<file path="config.mk">
export PLATFORM = sky130hd
export DESIGN_NAME = safety_watchdog
export DESIGN_NICKNAME = d
export VERILOG_FILES = /design/src/rtl/safety_watchdog.sv
export SDC_FILE = /design/constraint.sdc
export NUM_CORES = 1
export LEC_CHECK = 0
export ABC_AREA = 1
export CAP_MARGIN = 10
export CORE_MARGIN = 3
export CORE_UTILIZATION = 30
export CTS_CLUSTER_DIAMETER = 40
export DETAILED_ROUTE_END_ITERATION = 10
export PLACE_DENSITY = 0.47
export SLEW_MARGIN = 20
export SYNTH_ARGS = -nofsm -noshare
export SYNTH_HDL_FRONTEND = slang
export SYNTH_SLANG_ARGS = --single-unit
</file>
<file path="constraint.sdc">
create_clock -name clk -period 4.6 [get_ports clk]
set_clock_uncertainty 0.05 [all_clocks]
set_input_delay 1.15 -clock clk [delete_from_list [all_inputs] [get_ports clk]]
set_output_delay 1.15 -clock clk [all_outputs]
set_load 0.005 [all_outputs]
</file>
<file path="src/rtl/safety_watchdog.sv">
// Windowed heartbeat watchdog: requests an active-low board reset on a late, early or missing kick.
// Optional early-kick window check is compiled in with `define WDT_WINDOW_EN.
module safety_watchdog #(
  parameter int PRESCALE = 1000,
  parameter int WIN_MIN  = 10,
  parameter int WIN_MAX  = 100,
  parameter int GRACE    = 500,
  parameter int PULSE    = 20
) (
  input  logic       clk,
  input  logic       reset,
  input  logic       en,
  input  logic       kick,
  input  logic       clear_fault,
  output logic       rst_req_n,
  output logic       fault,
  output logic [1:0] fault_code,
  output logic [7:0] fault_count,
  output logic [1:0] state
);

  typedef enum logic [1:0] {
    ST_DISABLED = 2'd0,
    ST_GRACE    = 2'd1,
    ST_RUN      = 2'd2,
    ST_FAULT    = 2'd3
  } state_t;

  localparam logic [1:0]  CODE_NONE    = 2'b00;
  localparam logic [1:0]  CODE_TIMEOUT = 2'b01;
  localparam logic [1:0]  CODE_EARLY   = 2'b10;
  localparam logic [15:0] PRESC_LAST   = 16'(PRESCALE - 1);
  localparam logic [15:0] GRACE_LAST   = 16'(GRACE - 1);
  localparam logic [15:0] WIN_LAST     = 16'(WIN_MAX - 1);
  localparam logic [15:0] PULSE_LAST   = 16'(PULSE - 1);

  if (WIN_MAX <= WIN_MIN || WIN_MAX > 65535 || PRESCALE < 2 || PRESCALE > 65535) begin : g_bad_cfg
    $error("safety_watchdog: invalid window or prescaler parameters");
  end

  function automatic logic [7:0] sat_inc8(input logic [7:0] v);
    return (v == 8'hFF) ? v : v + 8'd1;
  endfunction

  state_t      state_q, state_d;
  logic        kick_p0, kick_p1, kick_p2;
  logic        kick_evt, tick;
  logic [15:0] presc_q;
  logic [15:0] tick_cnt;
  logic        kick_ok, fault_entry, early;
  logic [1:0]  code_d;

  // Stage p0/p1: two-flop synchronizer; p2: history flop for edge detect
  always_ff @(posedge clk) begin
    if (reset) begin
      kick_p0 <= 1'b0;
      kick_p1 <= 1'b0;
      kick_p2 <= 1'b0;
      presc_q <= '0;
    end else begin
      kick_p0 <= kick;
      kick_p1 <= kick_p0;
      kick_p2 <= kick_p1;
      presc_q <= (presc_q == PRESC_LAST) ? '0 : presc_q + 16'd1;
    end
  end

  assign kick_evt = kick_p1 & ~kick_p2;
  assign tick     = (presc_q == PRESC_LAST);

  always_ff @(posedge clk) begin
    if (reset) state_q <= ST_DISABLED;
    else       state_q <= state_d;
  end

  always_comb begin
    state_d     = state_q;
    kick_ok     = 1'b0;
    fault_entry = 1'b0;
    code_d      = CODE_NONE;
    early       = 1'b0;
    unique case (state_q)
      ST_DISABLED: begin
        if (en) state_d = ST_GRACE;
      end
      ST_GRACE: begin
        if (!en) begin
          state_d = ST_DISABLED;
        end else if (kick_evt) begin
          state_d = ST_RUN;
        end else if (tick && tick_cnt == GRACE_LAST) begin
          state_d     = ST_FAULT;
          fault_entry = 1'b1;
          code_d      = CODE_TIMEOUT;
        end
      end
      ST_RUN: begin
`ifdef WDT_WINDOW_EN
        early = kick_evt && (tick_cnt < 16'(WIN_MIN));
`else
        early = 1'b0;
`endif
        // An early kick beats a simultaneous en drop; a good kick beats a timeout
        if (early) begin
          state_d     = ST_FAULT;
          fault_entry = 1'b1;
          code_d      = CODE_EARLY;
        end else if (!en) begin
          state_d = ST_DISABLED;
        end else if (kick_evt) begin
          kick_ok = 1'b1;
        end else if (tick && tick_cnt == WIN_LAST) begin
          state_d     = ST_FAULT;
          fault_entry = 1'b1;
          code_d      = CODE_TIMEOUT;
        end
      end
      ST_FAULT: begin
        if (tick && tick_cnt == PULSE_LAST) state_d = en ? ST_GRACE : ST_DISABLED;
      end
      default: state_d = ST_DISABLED;
    endcase
  end

  always_ff @(posedge clk) begin
    if (reset) begin
      tick_cnt    <= '0;
      rst_req_n   <= 1'b1;
      fault       <= 1'b0;
      fault_code  <= CODE_NONE;
      fault_count <= '0;
    end else begin
      if (state_d != state_q || kick_ok) tick_cnt <= '0;
      else if (tick)                     tick_cnt <= tick_cnt + 16'd1;
      rst_req_n <= (state_d != ST_FAULT);
      if (fault_entry) begin
        fault       <= 1'b1;
        fault_code  <= code_d;
        fault_count <= sat_inc8(fault_count);
      end else if (clear_fault) begin
        fault <= 1'b0;
      end
    end
  end

  assign state = state_q;

endmodule

</file>
# Word-level counts from Yosys, hierarchy flattened
# Cells that the tools add are included.
[op_classes] addsub=3 eq_ne=10 n_mux=29 n_bitwise=3 reduce_logical=9
[ops] cell="$add 16x1->16 const B" n=2
[ops] cell="$mux 1" n=18
[ops] cell="$eq 16x10->1 const B" n=1
[ops] cell="$eq 16x5->1 const B" n=1
[ops] cell="$eq 16x7->1 const B" n=1
[ops] cell="$eq 16x9->1 const B" n=1
[ops] cell="$mux 2" n=8
[ops] cell="$add 8x1->8 const B" n=1
[ops] cell="$eq 8x8->1 const B" n=1
[ops] cell="$pmux 2 s4" n=1
[ops] cell="$eq 2x2->1 const B" n=2
[ops] cell="$pmux 1 s2" n=2
[ops] cell="$reduce_or 2->1" n=2
[ops] cell="$logic_and 1x1->1" n=3
[ops] cell="$eq 2x1->1 const B" n=1
[ops] cell="$logic_not 2->1" n=1
[ops] cell="$ne 2x2->1" n=1
[ops] cell="$ne 2x2->1 const B" n=1
[ops] cell="$not 1->1" n=2
[ops] cell="$reduce_and 2->1" n=1
[ops] cell="$reduce_bool 2->1" n=1
[ops] cell="$and 1x1->1" n=1
[ops] cell="$logic_or 1x1->1" n=1
[totals] ff_bits=49 in_bits=5 output_inout_bits=14 elab_cells=64

# Depth between registers and ports, before layout
# Gate-level depths: netlist of run 1.
[depth] ltp_word=9 ltp_mapped=14 mapped_depth_nobuf=13

# Worst setup path after synthesis of run 1
# Ideal clock, no wire load.
[synth_path] path_kind="input-to-reg" startpoint="input port en" endpoint="register fault_count[5]" setup_time_ps=131 arrival_time_ps=1922 path_slack_ps=2498 stages=7 path_buffers=0 cell_sequence="nand2_1 nor2_1 nand3_4 nor2_4 nand2_2 nor3_1 nor3b_2"
[synth_between] elab_chain_len=3 word_cells_on_any_way=4 cone_classes="mux (3); reduce/logical (1)"
[synth_lines] element="from (decl)" line="12" source="input logic en,"
[synth_lines] element="$mux 1, on equally long branches" line="108, 87"
[synth_lines] element="$pmux 1 s2 (*)" line="82" source="unique case (state_q)"
[synth_lines] element="$reduce_and 2->1 (no source line) (*)"
[synth_lines] element="to (signal assigned)" line="139" source="fault_count <= sat_inc8(fault_count);"
[synth_lines] element="to (decl)" line="18" source="output logic [7:0] fault_count,"
# Mark *: on every way between the ends. The rest lies on a longest branch, timed or not.
# A chain may end at the register's enable or synchronous reset.

# Worst setup path in the final report of run 1
[layout_path] startpoint="input port reset" endpoint="register presc_q[9]"
[layout_between] elab_chain_len=1
[layout_lines] element="from (decl)" line="11" source="input logic reset,"
[layout_lines] element="$reduce_or 2->1 (no source line)"
[layout_lines] element="to (signal assigned)" line="64" source="presc_q <= (presc_q == PRESC_LAST) ? '0 : presc_q + 16'd1;"
[layout_lines] element="to (decl)" line="48" source="logic [15:0] presc_q;"
# No other way between the ends.

==> flow_metrics.tcl, run 1 <==
set metrics [dict create \
    status "finished clean" \
    drc 0 \
    cts_resized 0 \
    hold_class "reg -> reg" \
    synth_cells 386 \
    fillCellCount 961 \
    irDropWorstVdd_mv 0.136 \
    num_antenna_cells 0 \
    die_w_um 102 \
    slew_viol_final 0 \
    ys_seq_area_frac 0.349 \
    track_usage 0.112 \
    final-seq-area_um2 961 \
    ys_ff_latch 48 \
    clk_latency_ps 300 \
    vias 2292 \
    fp.dieArea_um2 10400 \
    mostFrequentLayoutCell "nand2_1" \
    drtIter0Drc 56 \
    core-area_um2 8810 \
    drv_cap 0 \
    nNetsFinal 417 \
    multi_input_area_um2 1490 \
    rsz0062_at_grt "no" \
    finalWorstSetupSlack_ps 1960 \
    place_inst 506 \
    p_leak_nw 1.18 \
    arrival_ps 2830 \
    detail_route.wl_per_cell_um 10.6 \
    relSlewSlack 0.649 \
    worst_pin_slew_ps 524 \
    post_cts_buffers 0 \
    grt_start_max_net_pins 17 \
    yosys.area.top_type_share 0.349 \
    ant_nets 0 \
    ff2ff_setup_slack_ps 2170 \
    period_needed_ps 2640 \
    vias_per_cell 4.47 \
    final_cell_mix "nand2_1, inv_1, nor2_1" \
    htreeDepth 2 \
    worstPathRequired_ps 4800 \
    final_cell_count_no_fill 513 \
    layout-drive-gt1-share 0.114 \
    fin_crit_sh 0.573 \
    synth_nets 398 \
    grt_pass1_vias 2140 \
    cts_hold_repair.buffers 0 \
    ys_types 33 \
    grt_pass1_wl_um 9480 \
    hold_viol 0 \
    mappedNetlistArea_um2 2750 \
    area_delta_synth_final_pct 12.4 \
    clk_path_buf_depth 2 \
    hold_start "kick_p0$_SDFF_PP0_" \
    r2r-start "presc_q[0]$_SDFF_PP0_" \
    yosysWarnings 0 \
    cts_buffers 5 \
    place_ws_ps 1650 \
    clkTransAtPathRegs_ps 90 \
    setup_viol 0 \
    rows 34 \
    hpwl_um 4070 \
    cts_tree "done" \
    crit_type "in -> reg" \
    powerDensity_nw_per_um2 338 \
    synth.top_cells.by_area "dfxtp_1, nand2_1, inv_1" \
    synth_top_area_cell "dfxtp_1" \
    wl_um 5450 \
    cts.sinks 48 \
    r2r-end "tick_cnt[4]$_SDFFE_PP0P_" \
    hold-path-cell-count 2 \
    die_h_um 102 \
    avgSynthCellArea_um2 7.12 \
    ios 19 \
    grt_overflow 0 \
    cp-end-kind "flip-flop" \
    fmax_mhz 380 \
    drt_first_pass_iters 4 \
    final.setup.tns_ps 0 \
    antenna_found_initial 0 \
    crit_path_max_fanout 13 \
    start_util 0.312 \
    gp_congestion 0.776 \
    finalCoreUtilization 0.351 \
    port_buffers 17 \
    min_delay_worst_endpoint "kick_p1$_SDFF_PP0_" \
    ff2ff_path_depth 13 \
    cp-start-kind "primary input" \
    clock_tree.root_cell "clkbuf_8" \
]
## critical path, cell delays in order
cell and delay [ps]:
clkdlybuf4s50_1 680, nor2_1 520, inv_2 200, a21oi_1 160, o21a_1 120
## routing by layer
| layer | GRT usage | part of all wire |
|---|---|---|
| met5 | 0 | 0 |
| met4 | 0.0276 | 0.0068 |
| met3 | 0.0234 | 0.025 |
| met2 | 0.181 | 0.44 |
| met1 | 0.152 | 0.52 |
## metrics by stage
step / hold slack [ps] / instance area [µm²] / total power [mW]
finish: 357 / 3090 / 1.05
global route: 376 / 3090 / 1.13
CTS: 360 / 3090 / 1.08
detailed placement: 345 / 3010 / 0.819
global placement: 340 / 3010 / 0.820
floorplan: 338 / 2750 / 0.749
## how the worst max path moves through the flow
stage	start	end	slack (ps)	cells after the start
floorplan	en	fault_count[5]$_SDFFE_PP0P_	2500	7
global placement	reset	presc_q[12]$_SDFF_PP0_	1710	5
detailed placement	reset	presc_q[12]$_SDFF_PP0_	1650	5
CTS	reset	presc_q[9]$_SDFF_PP0_	1970	5
global route	reset	presc_q[12]$_SDFF_PP0_	1790	5
finish	reset	presc_q[9]$_SDFF_PP0_	1960	5
## registers in the layout (all words and copies together) (netlist names), 2 cells and up
register / flops
fault_count: 8
tick_cnt: 16
state: 2
presc_q: 16
## cell usage after synthesis, drive strengths merged
cell,instances
a211oi,1
ha,7
nor2,61
xnor2,1
dfxtp,48
xor2,16
nand3,26
clkinv,1
a31oi,1
o21ai,12
nor3b,3
a21oi,20
nand2,76
inv,68
nand4,10
conb,1
o21a,2
nor3,27
buf,5
## cell families (layout without fill, tap and decap cells)
kind of cell | Yosys count | count (layout) | share of synthesized area
adders and majority gates | 7 | 7 | 0.0318
and+or+nand+nor | 203 | 203 | 0.383
other | 1 | 1 | 0.00136
buffers and inverters | 74 | 93 | 0.111
AOI/OAI and AO/OA | 36 | 36 | 0.0701
xor gates and xnor gates | 17 | 17 | 0.0541
DFF | 48 | 48 | 0.349
## power by group
part	total (mW)	internal (mW)	switching (mW)
Combinational	0.347	0.108	0.240
Clock	0.246	0.103	0.143
Sequential	0.452	0.433	0.0198
Total	1.05	0.644	0.402
## layout make-up
cell class	instances	area share
Timing Repair Buffer	17	0.0550
Clock inverter	2	0.00405
Inverter	69	0.0838
Multi-Input combinational cell	264	0.480
Clock buffer	5	0.0223
Tap cell	108	0.0437
Sequential cell	48	0.311
Note: power is estimated with default switching activity, not from simulation.
==> inputs of run 2 (changes only) <==
--- a/config.mk
+++ b/config.mk
@@ -11,7 +11,7 @@
 export CORE_UTILIZATION = 30
 export CTS_CLUSTER_DIAMETER = 40
 export DETAILED_ROUTE_END_ITERATION = 10
-export PLACE_DENSITY = 0.47
+export PLACE_DENSITY = 0.49
 export SLEW_MARGIN = 20
 export SYNTH_ARGS = -nofsm -noshare
 export SYNTH_HDL_FRONTEND = slang
==> constraint.sdc (replaced) <==
create_clock -name clk -period 2.25 [get_ports clk]
set_clock_uncertainty 0.05 [all_clocks]
set_input_delay 0.5625 -clock clk [delete_from_list [all_inputs] [get_ports clk]]
set_output_delay 0.5625 -clock clk [all_outputs]
set_load 0.005 [all_outputs]
==> run 2 against run 1 <==
Against the previous run: register-to-register slack got worse by 2000 ps; combinational power increased to 2.6 times the previous value; largest cell class unchanged; flip-flop and latch count unchanged; critical endpoint is now tick_cnt[10]$_SDFFE_PP0P_.
==> flow_metrics.tcl, run 2 (same netlist as run 1, synthesis figures left out) <==
set metrics [dict create \
    drt_first_pass_iters 4 \
    finalCoreUtilization 0.377 \
    vias_per_cell 4.51 \
    grt_pass1_vias 2359 \
    track_usage 0.123 \
    rows 34 \
    place_inst 522 \
    grt_overflow 0 \
    fmax_mhz 485 \
    crit_type "reg -> reg" \
    crit_path_max_fanout 8 \
    ff2ff_setup_slack_ps 190 \
    r2r-start "presc_q[0]$_SDFF_PP0_" \
    start_util 0.312 \
    layout-drive-gt1-share 0.176 \
    die_h_um 102 \
    port_buffers 17 \
    gp_congestion 0.779 \
    drtIter0Drc 62 \
    final.setup.tns_ps 0 \
    hpwl_um 4270 \
    ios 19 \
    worstPathRequired_ps 2400 \
    cts_hold_repair.buffers 0 \
    cts_buffers 5 \
    finalWorstSetupSlack_ps 187 \
    place_ws_ps 32.2 \
    period_needed_ps 2060 \
    p_leak_nw 1.30 \
    detail_route.wl_per_cell_um 10.7 \
    die_w_um 102 \
    power.total_mw 2.46 \
    clock_tree.root_cell "clkbuf_8" \
    drc 0 \
    num_antenna_cells 0 \
    clkTransAtPathRegs_ps 100 \
    final_cell_area_um2 3320 \
    fillCellCount 928 \
    core-area_um2 8810 \
    hold_class "reg -> reg" \
    arrival_ps 2210 \
    cts.sinks 48 \
    final-seq-area_um2 963 \
    final_cell_mix "inv_1, nand2_1, nor2_1" \
    antenna_found_initial 0 \
    cp-end-kind "flip-flop" \
    largestRegisters "presc_q (16), tick_cnt (16), fault_count (8)" \
    fin_hold_ws_ps 367 \
    area_delta_synth_final_pct 20.8 \
    ff2ff_path_depth 13 \
    grt_pass1_wl_um 10400 \
    fp.dieArea_um2 10400 \
    cts_tree "done" \
    hold_viol 0 \
    clk_path_buf_depth 2 \
    nNetsFinal 437 \
    fin_crit_sh 0.917 \
    critPathLaunch "presc_q[0]$_SDFF_PP0_" \
    status "finished clean" \
    drv_cap 0 \
    wl_um 5700 \
    ant_nets 0 \
    slew_viol_final 0 \
    r2r-end "tick_cnt[10]$_SDFFE_PP0P_" \
    vias 2411 \
    multi_input_area_um2 1520 \
    endpoint "tick_cnt[10]$_SDFFE_PP0P_" \
    grt_start_max_net_pins 17 \
    htreeDepth 2 \
    irDropWorstVdd_mv 0.324 \
    clk_latency_ps 310 \
    final_cell_count_no_fill 534 \
    powerDensity_nw_per_um2 740 \
    setup_viol 0 \
    cp-start-kind "flip-flop" \
    placed_cell_area_um2 3130 \
]
==> run 2: cell count changes in the layout (fill, tap and decap cells not counted), moves of 2 or more <==
cell / before / now
dfxtp_1: 48 / 46
nand2_2: 7 / 9
dfxtp_2: 0 / 2
nand2_1: 68 / 66
nor2_4: 2 / 5
nor2_1: 53 / 51
buf_4: 0 / 19
==> run 2: worst min path at each step <==
stage,start,endpoint,slack (ps),cells after the start
3_5_place_dp,kick_p0$_SDFF_PP0_,kick_p1$_SDFF_PP0_,350,2
4_1_cts,kick_p0$_SDFF_PP0_,kick_p1$_SDFF_PP0_,370,2
6_report,kick_p0$_SDFF_PP0_,kick_p1$_SDFF_PP0_,370,2
2_1_floorplan,kick_p0$_SDFF_PP0_,kick_p1$_SDFF_PP0_,340,2
3_3_place_gp,kick_p0$_SDFF_PP0_,kick_p1$_SDFF_PP0_,340,2
5_1_grt,kick_p0$_SDFF_PP0_,kick_p1$_SDFF_PP0_,390,2
==> run 2: area by class of cell <==
| cell class | instances | area share |
|---|---|---|
| Clock inverter | 3 | 0.0139 |
| Clock buffer | 5 | 0.0207 |
| Tap cell | 108 | 0.0407 |
| Inverter | 69 | 0.0779 |
| Sequential cell | 48 | 0.290 |
| Timing Repair Buffer | 37 | 0.100 |
| Multi-Input combinational cell | 264 | 0.457 |
==> run 2: what timing repair did <==
| action | 4_1_cts | 5_1_grt |
|---|---|---|
| gates resized for setup | 0 | 12 |
| setup buffers | 0 | 4 |
| setup endpoints to repair | 0 | 22 |
==> run 2: power by group <==
part           total (mW)  leakage (nW)  switching (mW)  internal, mW
Clock               0.655        0.0548           0.320         0.335
Sequential          0.912         0.389          0.0268         0.885
Combinational       0.892         0.858           0.544         0.348
==> run 2: layer usage <==
metal,vias to the layer above,GRT usage,part of all wire
met5,-,0,0
met4,0,0.0337,0.0091
met3,7,0.0282,0.027
met2,27,0.201,0.45
met1,1089,0.162,0.51
li1,1288,-,-
==> run 2: critical path, cell delays in order (launching register included) <==
cell     delay, ps
dfxtp_1        350
ha_2           200
nand2_2         70
nor2_1         100
nand2_1         90
nor2_4         180
nand2_1        120
a21oi_2        150
nand3_2        110
nand2_1        100
nand2_2         70
nand3_4        120
buf_4          180
nor3_2          40
